==> src/rtl/rv_pkg.sv <==
// Shared RISC-V fetch-path definitions: data widths, the canonical NOP encoding,
// the word-alignment mask for PCs, and address/instruction typedefs.
package rv_pkg;

   localparam int unsigned XLEN = 32;
   localparam int unsigned ILEN = 32;

   typedef logic [XLEN-1:0] addr_t;
   typedef logic [ILEN-1:0] instr_t;

   // addi x0, x0, 0
   localparam instr_t NOP_INSTR     = 32'h0000_0013;
   localparam addr_t  PC_ALIGN_MASK = 32'hFFFF_FFFC;

endpackage

==> src/rtl/fetch_hold_buf.sv <==
// Stall hold buffer for the fetch stage. On the first stalled cycle it captures
// the instruction returning from memory so the output stays stable while memory
// moves on to the next word. It also provides the held/live output mux.
//
// Ports:
//   clk      - clock, posedge
//   reset    - synchronous active-high reset, clears the held entry
//   stall    - downstream backpressure
//   flush    - drop any held entry (redirect)
//   data_in  - memory read data
//   data_out - held instruction if one is held, otherwise data_in
module fetch_hold_buf
   import rv_pkg::*;
(
   input  logic            clk,
   input  logic            reset,
   input  logic            stall,
   input  logic            flush,
   input  logic [ILEN-1:0] data_in,
   output logic [ILEN-1:0] data_out
);

   instr_t hold_q, hold_d;
   logic   hold_vld_q, hold_vld_d;

   always_comb begin
      hold_d     = hold_q;
      hold_vld_d = hold_vld_q;
      if (flush || !stall) begin
         // Held word is consumed on release, or discarded by a redirect.
         hold_vld_d = 1'b0;
      end else if (!hold_vld_q) begin
         hold_d     = data_in;
         hold_vld_d = 1'b1;
      end
   end

   always_ff @(posedge clk) begin
      if (reset) begin
         hold_q     <= '0;
         hold_vld_q <= 1'b0;
      end else begin
         hold_q     <= hold_d;
         hold_vld_q <= hold_vld_d;
      end
   end

   assign data_out = hold_vld_q ? hold_q : data_in;

endmodule

==> src/rtl/fetch_unit.sv <==
// PC generation and fetch stage in front of a 1-cycle synchronous instruction
// memory. Presents a registered word-aligned address, tags the returning data
// with its PC and a valid bit, holds its output under stall, and inserts one
// bubble per redirect.
//
// Optional feature macro: FETCH_MISALIGN_EXC_EN. When defined, a redirect to a
// non-word-aligned target raises a sticky misalign_exc_o and freezes fetch
// until reset or an aligned redirect. When undefined, low bits are masked.
//
// Ports:
//   clk, reset          - clock and synchronous active-high reset
//   stall_i             - downstream cannot accept; hold outputs
//   redirect_i          - load redirect_pc_i, flush in-flight fetch
//   redirect_pc_i       - redirect target byte address
//   imem_addr_o         - registered byte address to instruction memory
//   imem_data_i         - memory read data, one cycle after the address
//   instr_o, pc_o       - fetched instruction (NOP when invalid) and its PC
//   valid_o             - instr_o/pc_o hold a live instruction
//   misalign_exc_o      - sticky misaligned-redirect flag (macro only)
module fetch_unit
   import rv_pkg::*;
#(
   parameter logic [31:0] RESET_PC = 32'h0000_0000,
   parameter int unsigned PC_STEP  = 4
) (
   input  logic        clk,
   input  logic        reset,
   input  logic        stall_i,
   input  logic        redirect_i,
   input  logic [31:0] redirect_pc_i,
   output logic [31:0] imem_addr_o,
   input  logic [31:0] imem_data_i,
   output logic [31:0] instr_o,
   output logic [31:0] pc_o,
   output logic        valid_o
`ifdef FETCH_MISALIGN_EXC_EN
   ,
   output logic        misalign_exc_o
`endif
);

   addr_t  pc_q, pc_d;
   addr_t  pc_resp_q, pc_resp_d;
   logic   resp_vld_q, resp_vld_d;
   instr_t sel_instr;
   logic   frozen;

`ifdef FETCH_MISALIGN_EXC_EN
   logic misalign_q, misalign_d;

   always_comb begin
      misalign_d = misalign_q;
      if (redirect_i) misalign_d = |redirect_pc_i[1:0];
   end

   always_ff @(posedge clk) begin
      if (reset) misalign_q <= 1'b0;
      else       misalign_q <= misalign_d;
   end

   assign frozen         = misalign_q;
   assign misalign_exc_o = misalign_q;
`else
   assign frozen = 1'b0;
`endif

   always_comb begin
      pc_d       = pc_q;
      pc_resp_d  = pc_resp_q;
      resp_vld_d = resp_vld_q;
      if (redirect_i) begin
         // Redirect beats stall; the word in flight is dropped (one bubble).
         pc_d       = redirect_pc_i & PC_ALIGN_MASK;
         resp_vld_d = 1'b0;
      end else if (stall_i) begin
         // Everything holds; memory keeps re-reading pc_q.
      end else if (frozen) begin
         resp_vld_d = 1'b0;
      end else begin
         pc_d       = pc_q + 32'(PC_STEP);
         pc_resp_d  = pc_q;
         resp_vld_d = 1'b1;
      end
   end

   always_ff @(posedge clk) begin
      if (reset) begin
         pc_q       <= RESET_PC;
         pc_resp_q  <= '0;
         resp_vld_q <= 1'b0;
      end else begin
         pc_q       <= pc_d;
         pc_resp_q  <= pc_resp_d;
         resp_vld_q <= resp_vld_d;
      end
   end

   fetch_hold_buf u_hold_buf (
      .clk      (clk),
      .reset    (reset),
      .stall    (stall_i),
      .flush    (redirect_i),
      .data_in  (imem_data_i),
      .data_out (sel_instr)
   );

   assign imem_addr_o = pc_q;
   assign valid_o     = resp_vld_q;
   assign pc_o        = pc_resp_q;
   assign instr_o     = resp_vld_q ? sel_instr : NOP_INSTR;

endmodule
==> config.mk <==
export PLATFORM = sky130hd
export DESIGN_NAME = fetch_unit
export DESIGN_NICKNAME = d
export VERILOG_FILES = /design/src/rtl/rv_pkg.sv /design/src/rtl/fetch_hold_buf.sv /design/src/rtl/fetch_unit.sv
export SDC_FILE = /design/constraint.sdc
export NUM_CORES = 1
export LEC_CHECK = 0
export CAP_MARGIN = 20
export CORE_AREA = 2 2 129 131
export CTS_CLUSTER_SIZE = 25
export DETAILED_ROUTE_END_ITERATION = 7
export DIE_AREA = 0 0 131 133
export MAX_ROUTING_LAYER = met4
export SLEW_MARGIN = 20
export SYNTH_ARGS = -nofsm -noshare
export SYNTH_HDL_FRONTEND = slang
export SYNTH_SLANG_ARGS = --single-unit
==> constraint.sdc <==
create_clock -name clk -period 2 [get_ports clk]
set_input_delay 0.4 -clock clk [delete_from_list [all_inputs] [get_ports clk]]
set_output_delay 0.4 -clock clk [all_outputs]
set_load 0.1 [all_outputs]
Word level (Yosys, flattened, before mapping)
Index checks and enable logic that the tools add are counted.
{ "op_classes": {"n_eq_ne": 1, "muxes": 5, "reduce_logical": 4, "bitwise_logic": 2, "n_addsub": 1} }
{ "ops": {"columns": ["cell", "n"], "rows": [
  ["$mux W32", 4],
  ["$add A32 B3 Y32 const B", 1],
  ["$ne A2 B1 Y1 const B", 1],
  ["$not A1 Y1", 2],
  ["$reduce_and A2 Y1", 1],
  ["$reduce_or A2 Y1", 1],
  ["$logic_not A1 Y1", 1],
  ["$logic_or A1 B1 Y1", 1],
  ["$mux W1", 1]
]} }
{ "word_totals": {"out_inout_bits": 97, "reg_bits": 98, "word_cells": 19, "input_bits": 68} }

Longest topological paths before layout
Gate-level depths: netlist (run 1).
{ "depth": {"depth_word": 3, "mapped_depth": 7, "depth_no_buf": 5} }

Cells and area by module
A second synthesis (run 1) with hierarchy kept.
{ "unflattened": {"hier_cells": 579, "hier_area_um2": 5001.0} }
{ "modules_own_cells": {"columns": ["module", "cells_per_inst", "area_per_inst_um2", "seq_area_each_um2", "instances"], "rows": [
  ["fetch_unit", 401, 3114.2, 1221.2, 1],
  ["fetch_hold_buf", 178, 1886.8, 660.6, 1]
]} }

Least setup slack after synthesis (run 1)
Ideal clock, no wire load.
{ "synth_path": {"kind": "register to output", "from": "register resp_vld_q (netlist: valid_o)", "to": "output port instr_o[11]", "path_buffers": 1, "stages_incl_launch_ff": 4, "t_arrival_ns": 2.652, "t_required_ns": 1.600, "setup_slack_ns": -1.052, "path_cell_list": "dfxtp_1 -> inv_1 -> clkbuf_1 -> nor2_1"} }
{ "synth_via": {"elab_chain_cells": 1} }
{ "synth_rtl": {"columns": ["item", "line", "text"], "rows": [
  ["start: declaration", "fetch_unit.sv:44", "logic resp_vld_q, resp_vld_d;"],
  ["start signal: assignment", "fetch_unit.sv:94", "resp_vld_q <= resp_vld_d;"],
  ["$mux W32", "fetch_unit.sv:110", "assign instr_o = resp_vld_q ? sel_instr : NOP_INSTR;"],
  ["end: declaration", "fetch_unit.sv:33", "output logic [31:0] instr_o,"]
]} }
Every way passes these cells.

Final worst setup path (run 1)
{ "layout_path": {"from": "input port stall_i", "to": "register pc_q[27] (netlist: imem_addr_o[27])"} }
{ "layout_via": {"elab_chain_cells": 1} }
{ "layout_rtl": {"columns": ["item", "line", "text"], "rows": [
  ["start: declaration", "fetch_unit.sv:28", "input logic stall_i,"],
  ["$ne A2 B1 Y1 (no line)", null, null],
  ["end signal: assignment", "fetch_unit.sv:92", "pc_q <= pc_d;"],
  ["end: declaration", "fetch_unit.sv:42", "addr_t pc_q, pc_d;"]
]} }
Every way passes these cells.
A chain may end at the register's enable or synchronous reset.

==> results of run 1 <==
cell type report:
cell class / instances / area (µm²)
multi-input cells: 416 / 2600
fillers: 1566 / 9010
flip-flops and latches: 94 / 1970
diodes: 1 / 2.50
repair buffers: 184 / 2000
clock buffers: 14 / 274
well taps: 220 / 275
clock inverters: 1 / 5.00
inverters: 8 / 30.0
worst max-delay path by stage:
stage / from / endpoint / slack [ps]
floorplan: imem_addr_o[10] / imem_addr_o[25] / 0.3
global placement: stall_i / imem_addr_o[27] / -220
detailed placement: stall_i / imem_addr_o[27] / -340
CTS: u_hold_buf.hold_vld_q / instr_o[24] / 20
global route: imem_addr_o[7] / imem_addr_o[27] / -20
finish: stall_i / imem_addr_o[27] / 60
Yosys cell counts (2+ instances only):
library cell / number
mux2i_1: 33
a31oi_1: 3
or3_1: 4
nor2_1: 59
buf_4: 7
a211oi_1: 9
nor3_1: 2
nand4b_1: 3
and4_1: 4
nor3b_1: 3
o21ai_0: 5
buf_1: 5
and2_1: 2
clkbuf_1: 33
o31ai_1: 10
nand3_1: 10
buf_2: 2
o31a_1: 2
nand4_1: 6
and3_1: 3
xnor2_1: 5
nand2_1: 136
inv_1: 7
a21oi_1: 67
or4_1: 11
a311oi_1: 13
dfxtp_1: 94
nand4_2: 2
xor2_1: 4
buf_6: 2
a2111oi_0: 2
flip-flops by register name (all words and copies together) (netlist names):
signal,count
imem_addr_o,30
u_hold_buf.hold_vld_q,1
u_hold_buf.hold_q,32
pc_o,30
valid_o,1
kinds of logic (layout without fill, tap and decap cells):
group	after synthesis	after routing	share of synthesized area
adders and majority gates	1	1	0.00282
buffers and inverters	57	207	0.0582
DFF	94	94	0.425
AOI/OAI and AO/OA	116	116	0.161
other	1	5	0.000846
and+or+nand+nor	253	253	0.260
muxes	33	33	0.0746
xor gates and xnor gates	9	9	0.0178
report_power, final:
part,total (mW),switching [mW],internal (mW)
logic,1.40,0.964,0.434
clock network,1.66,0.721,0.938
registers,2.07,0.105,1.96
total,5.12,1.79,3.33
per-stage QoR:
stage | utilization | hold slack (ps) | TNS (ps) | worst slack, ps
global placement | 0.421 | 441 | -2280 | -222
floorplan | - | 436 | 0 | 0.264
detailed placement | 0.421 | 447 | -3490 | -336
finish | 0.443 | 453 | 0 | 56.5
CTS | 0.439 | 445 | 0 | 20.2
global route | 0.443 | 470 | -23.7 | -15.1
critical path, delay by kind of cell:
kind | cells | cell delay (ps)
simple gates | 2 | 1070
buf+inv | 1 | 450
compound gates | 1 | 270
routing by layer:
metal | wire length (µm) | track usage
met1 | 6550 | 0.212
met2 | 6740 | 0.271
met3 | 672 | 0.0299
met4 | 284 | 0.0668
met5 | 0 | -
repair_timing:
action	CTS	global route
setup buffers	2	0
endpoints found under the setup margin	1	9
gates cloned	0	0
gates resized for setup	0	13
pin swaps	1	0
==> results.json, run 1 <==
{
  "reg2reg_depth": 4,
  "synth_ff_type": "dfxtp_1",
  "path_clk_slew_ps": 70,
  "cts_made_buffers": 9,
  "viasPerCell": 4.84,
  "holdBufCountCts": 0,
  "cts.htree.levels": 3,
  "clock-sinks": 94,
  "route.vias.total": 4542,
  "drv_slew": 0,
  "ys_types": 47,
  "timing_worst_setup_path_type": "in2reg",
  "netlist_instances": 564,
  "die_area_um2": 17400,
  "worstHoldPathCells": 2,
  "ir_drop_mv": 0.384,
  "hold_viol": 0,
  "fin_cells": 938,
  "fmax_mhz": 515,
  "dpl.cell_count": 920,
  "drtIter0Drc": 213,
  "synth_area_per_cell_um2": 7.86,
  "power.density_nw_per_um2": 715,
  "wl_per_cell_um": 15.2,
  "grt_usage": 0.170,
  "finalCriticalPeriod_ps": 1940,
  "drive_gt1_frac": 0.304,
  "yosysTopAreaCell": "dfxtp_1",
  "place_congestion": 0.747,
  "holdPathEnd": "u_hold_buf.hold_q[9]",
  "place_hpwl_um": 10200,
  "yosysTopAreaCellShare": 0.425,
  "cts_tree": "yes",
  "synth-seq-cells": 94,
  "drt_first_pass_iters": 4,
  "antenna_found_initial": 0,
  "synth-edff-count": 0,
  "path_cells": "clkdlybuf4s50_1 > or4_4 > or4_1 > a311oi_2",
  "status": "completed",
  "nNetsFinal": 782,
  "setup_viol": 0,
  "die_x_um": 131,
  "rsz0062_at_grt": "true",
  "final_area_um2": 7160,
  "p_leak_nw": 2.58,
  "start_kind": "primary input",
  "hold_path.startpoint": "u_hold_buf.hold_q[9]",
  "arrival_ps": 2200,
  "required_ps": 2260,
  "finalClockSkew_ps": 8.55,
  "slowest_stage": "or4_4",
  "slowest_delay_ps": 620,
  "grt_max_degree": 94,
  "finalPower_mw": 5.12,
  "rrSetupSlack_ps": 80,
  "rows": 47,
  "yosys-top-cells-area": "dfxtp_1 (42%), nand2_1 (12%), a21oi_1 (7.6%)",
  "worstPathMaxFanout": 12,
  "maxCapViolations": 0,
  "cts_root_buffer": "clkbuf_16",
  "endpoint_kind": "flip-flop",
  "r2r-start": "imem_addr_o[7]",
  "seq_area_frac_synth": 0.425,
  "mostFrequentLayoutCell": "nand2_1",
  "clock_latency_ps": 350,
  "wl_um": 14300,
  "fp.coreArea_um2": 16200,
  "port_buffers": 158,
  "synth-async-reset-ratio": 0,
  "post-route-period-util": 0.972,
  "r2r-end": "imem_addr_o[27]",
  "final_cell_mix": "nand2_1 (135), buf_4 (83), a21oi_1 (67), dfxtp_1 (64), clkdlybuf4s50_1 (64)",
  "initial_core_util": 0.274,
  "syn_to_final_growth_pct": 61.6,
  "grt_pass1_vias": 4403,
  "worstHoldPathType": "reg2reg",
  "ys.warnings.count": 0,
  "final_antenna_net_count": 0,
  "pin_count": 165,
  "synth.cell_area_um2": 4430,
  "placed_cell_area_um2": 6800,
  "overflow": 0,
  "die_h_um": 133,
  "ctsLongestPathBuffers": 2,
  "grt_pass1_wl_um": 22500,
  "drc": 0
}
Note: power is estimated with default switching activity, not from simulation.
==> run 2: changes to the inputs <==
PLACE_DENSITY = 0.66   (was not set)
==> run 2 against run 1 <==
Die area did not move. Total power rose by 0.20%. Combinational power rose by 3%. Sequential power barely moved. Largest power group unchanged. Highest routed layer unchanged.
==> results.json, run 2 (synthesis results as in run 1) <==
{
  "status": "completed",
  "ff_latch_area_um2": 1970,
  "mostFrequentLayoutCell": "nand2_1",
  "place_hpwl_um": 9990,
  "nNetsFinal": 788,
  "wl_um": 14600,
  "fillers": 1553,
  "clock-sinks": 94,
  "largest_register": "u_hold_buf.hold_q",
  "grt_max_degree": 94,
  "path_buf_inv": 2,
  "final_cell_mix": "nand2_1 (135), buf_4 (84), a21oi_1 (67), dfxtp_1 (64), clkdlybuf4s50_1 (64)",
  "seqPwrFrac": 0.402,
  "power.density_nw_per_um2": 702,
  "worstPathMaxFanout": 17,
  "fin_cells": 944,
  "place_ws_ps": -288,
  "crit_family": "flip-flops",
  "swShare": 0.363,
  "rows": 47,
  "finalCriticalPeriod_ps": 1970,
  "endpoint_kind": "output pin",
  "route.vias.total": 4528,
  "viasPerCell": 4.80,
  "drc": 0,
  "required_ps": 1600,
  "drt_first_pass_iters": 4,
  "rsz0062_at_grt": "true",
  "die_h_um": 133,
  "pin_count": 165,
  "die_x_um": 131,
  "holdBufCountCts": 0,
  "wl_per_cell_um": 15.4,
  "syn_to_final_growth_pct": 65.1,
  "largest_reg_flops": 32,
  "cts_root_buffer": "clkbuf_16",
  "routed-wl-met3_um": 692,
  "cts.htree.levels": 3,
  "setup_slack_ps": 34.0,
  "antenna_found_initial": 0,
  "port_buffers": 158,
  "final_antenna_net_count": 0,
  "internal_power_mw": 3.27,
  "setup_viol": 0,
  "finalPower_mw": 5.13,
  "drive_gt1_frac": 0.330,
  "timing_worst_setup_path_type": "reg2out",
  "worstHoldPathType": "reg2reg",
  "clock_latency_ps": 350,
  "slowest_stage": "dfxtp_2",
  "diodes": 0,
  "ctsLongestPathBuffers": 2,
  "drtIter0Drc": 266,
  "grt_pass1_wl_um": 22100,
  "ir_drop_mv": 0.389,
  "drv_slew": 0,
  "post-route-period-util": 0.983,
  "finalClockSkew_ps": 8.91,
  "comb_power_share": 0.281,
  "p_leak_nw": 2.66,
  "timing.critical_path.mode_cell": "buf_12",
  "multi_input_area_um2": 2650,
  "power.switching_mw": 1.86,
  "fmax_mhz": 509,
  "cts_made_buffers": 9,
  "fp.coreArea_um2": 16200,
  "grt_pass1_vias": 4217,
  "cts_tree": "yes",
  "path_cells": "buf_12 > mux2i_2 > nor2_4 > buf_12",
  "slowest_delay_ps": 400,
  "arrival_ps": 1570,
  "overflow": 0,
  "p_clk_frac": 0.316,
  "path_clk_slew_ps": 70,
  "dpl.cell_count": 924,
  "top_layer_used": "met4",
  "maxCapViolations": 0,
  "die_area_um2": 17400,
  "tns_ps": 0,
  "start_kind": "flip-flop",
  "hold_viol": 0,
  "initial_core_util": 0.274,
  "place_congestion": 0.766,
  "met2_length_um": 6960,
  "grt_usage": 0.166,
  "wl_met1_um": 6700
}
run 2: worst reg2reg max path: cells and delay by family (launching register included):
family / cells / cell delay [ps]
and+or+nand+nor: 3 / 1190
DFF: 1 / 380
AOI/OAI and AO/OA: 1 / 230
run 2: path summary, 6_finish.rpt:
path / start / endpoint / slack (ps) / cells after the start
worst min register to register: u_hold_buf.hold_q[7] / u_hold_buf.hold_q[7] / 450 / 2
worst max-delay path: u_hold_buf.hold_vld_q / instr_o[5] / 30 / 4
worst min-delay path: u_hold_buf.hold_q[7] / u_hold_buf.hold_q[7] / 450 / 2
worst max register to register: imem_addr_o[9] / imem_addr_o[21] / 110 / 4
run 2: power by group through the flow:
| stage | Sequential [mW] | Clock, mW | Combinational [mW] |
|---|---|---|---|
| after floorplan | 2.53 | 0 | 0.515 |
| after global placement | 2.10 | 0 | 1.41 |
| after detailed placement | 2.10 | 0 | 1.41 |
| after CTS | 2.06 | 1.69 | 1.42 |
| after global routing | 2.08 | 1.77 | 1.51 |
| final | 2.07 | 1.62 | 1.44 |
run 2: routing by layer:
layer  global-route usage  vias to the layer above
met5                    -                        -
met2                0.258                      118
met4               0.0579                        0
met1                0.218                     2132
li1                     -                     2265
met3               0.0283                       13
run 2: area by class of cell:
| class | count | share of cell area |
|---|---|---|
| Multi-Input combinational cell | 416 | 0.362 |
| Timing Repair Buffer | 190 | 0.289 |
| Clock buffer | 9 | 0.0308 |
| Tap cell | 220 | 0.0376 |
| Inverter | 8 | 0.00410 |
| Sequential cell | 94 | 0.270 |
| Clock inverter | 7 | 0.00667 |
run 2: per-stage QoR:
step | hold slack (ps) | instance area (µm²) | util
after CTS | 445 | 7160 | 0.443
final | 455 | 7320 | 0.452
after global routing | 473 | 7320 | 0.452
after detailed placement | 446 | 6880 | 0.426
after global placement | 441 | 6880 | 0.426
after floorplan | 436 | 4780 | -
run 2: repair_timing:
action | 4_1_cts | 5_1_grt
resized for setup | 0 | 26
setup buffers | 0 | 3
hold endpoints to repair | 0 | 0
setup endpoints to repair | 0 | 25
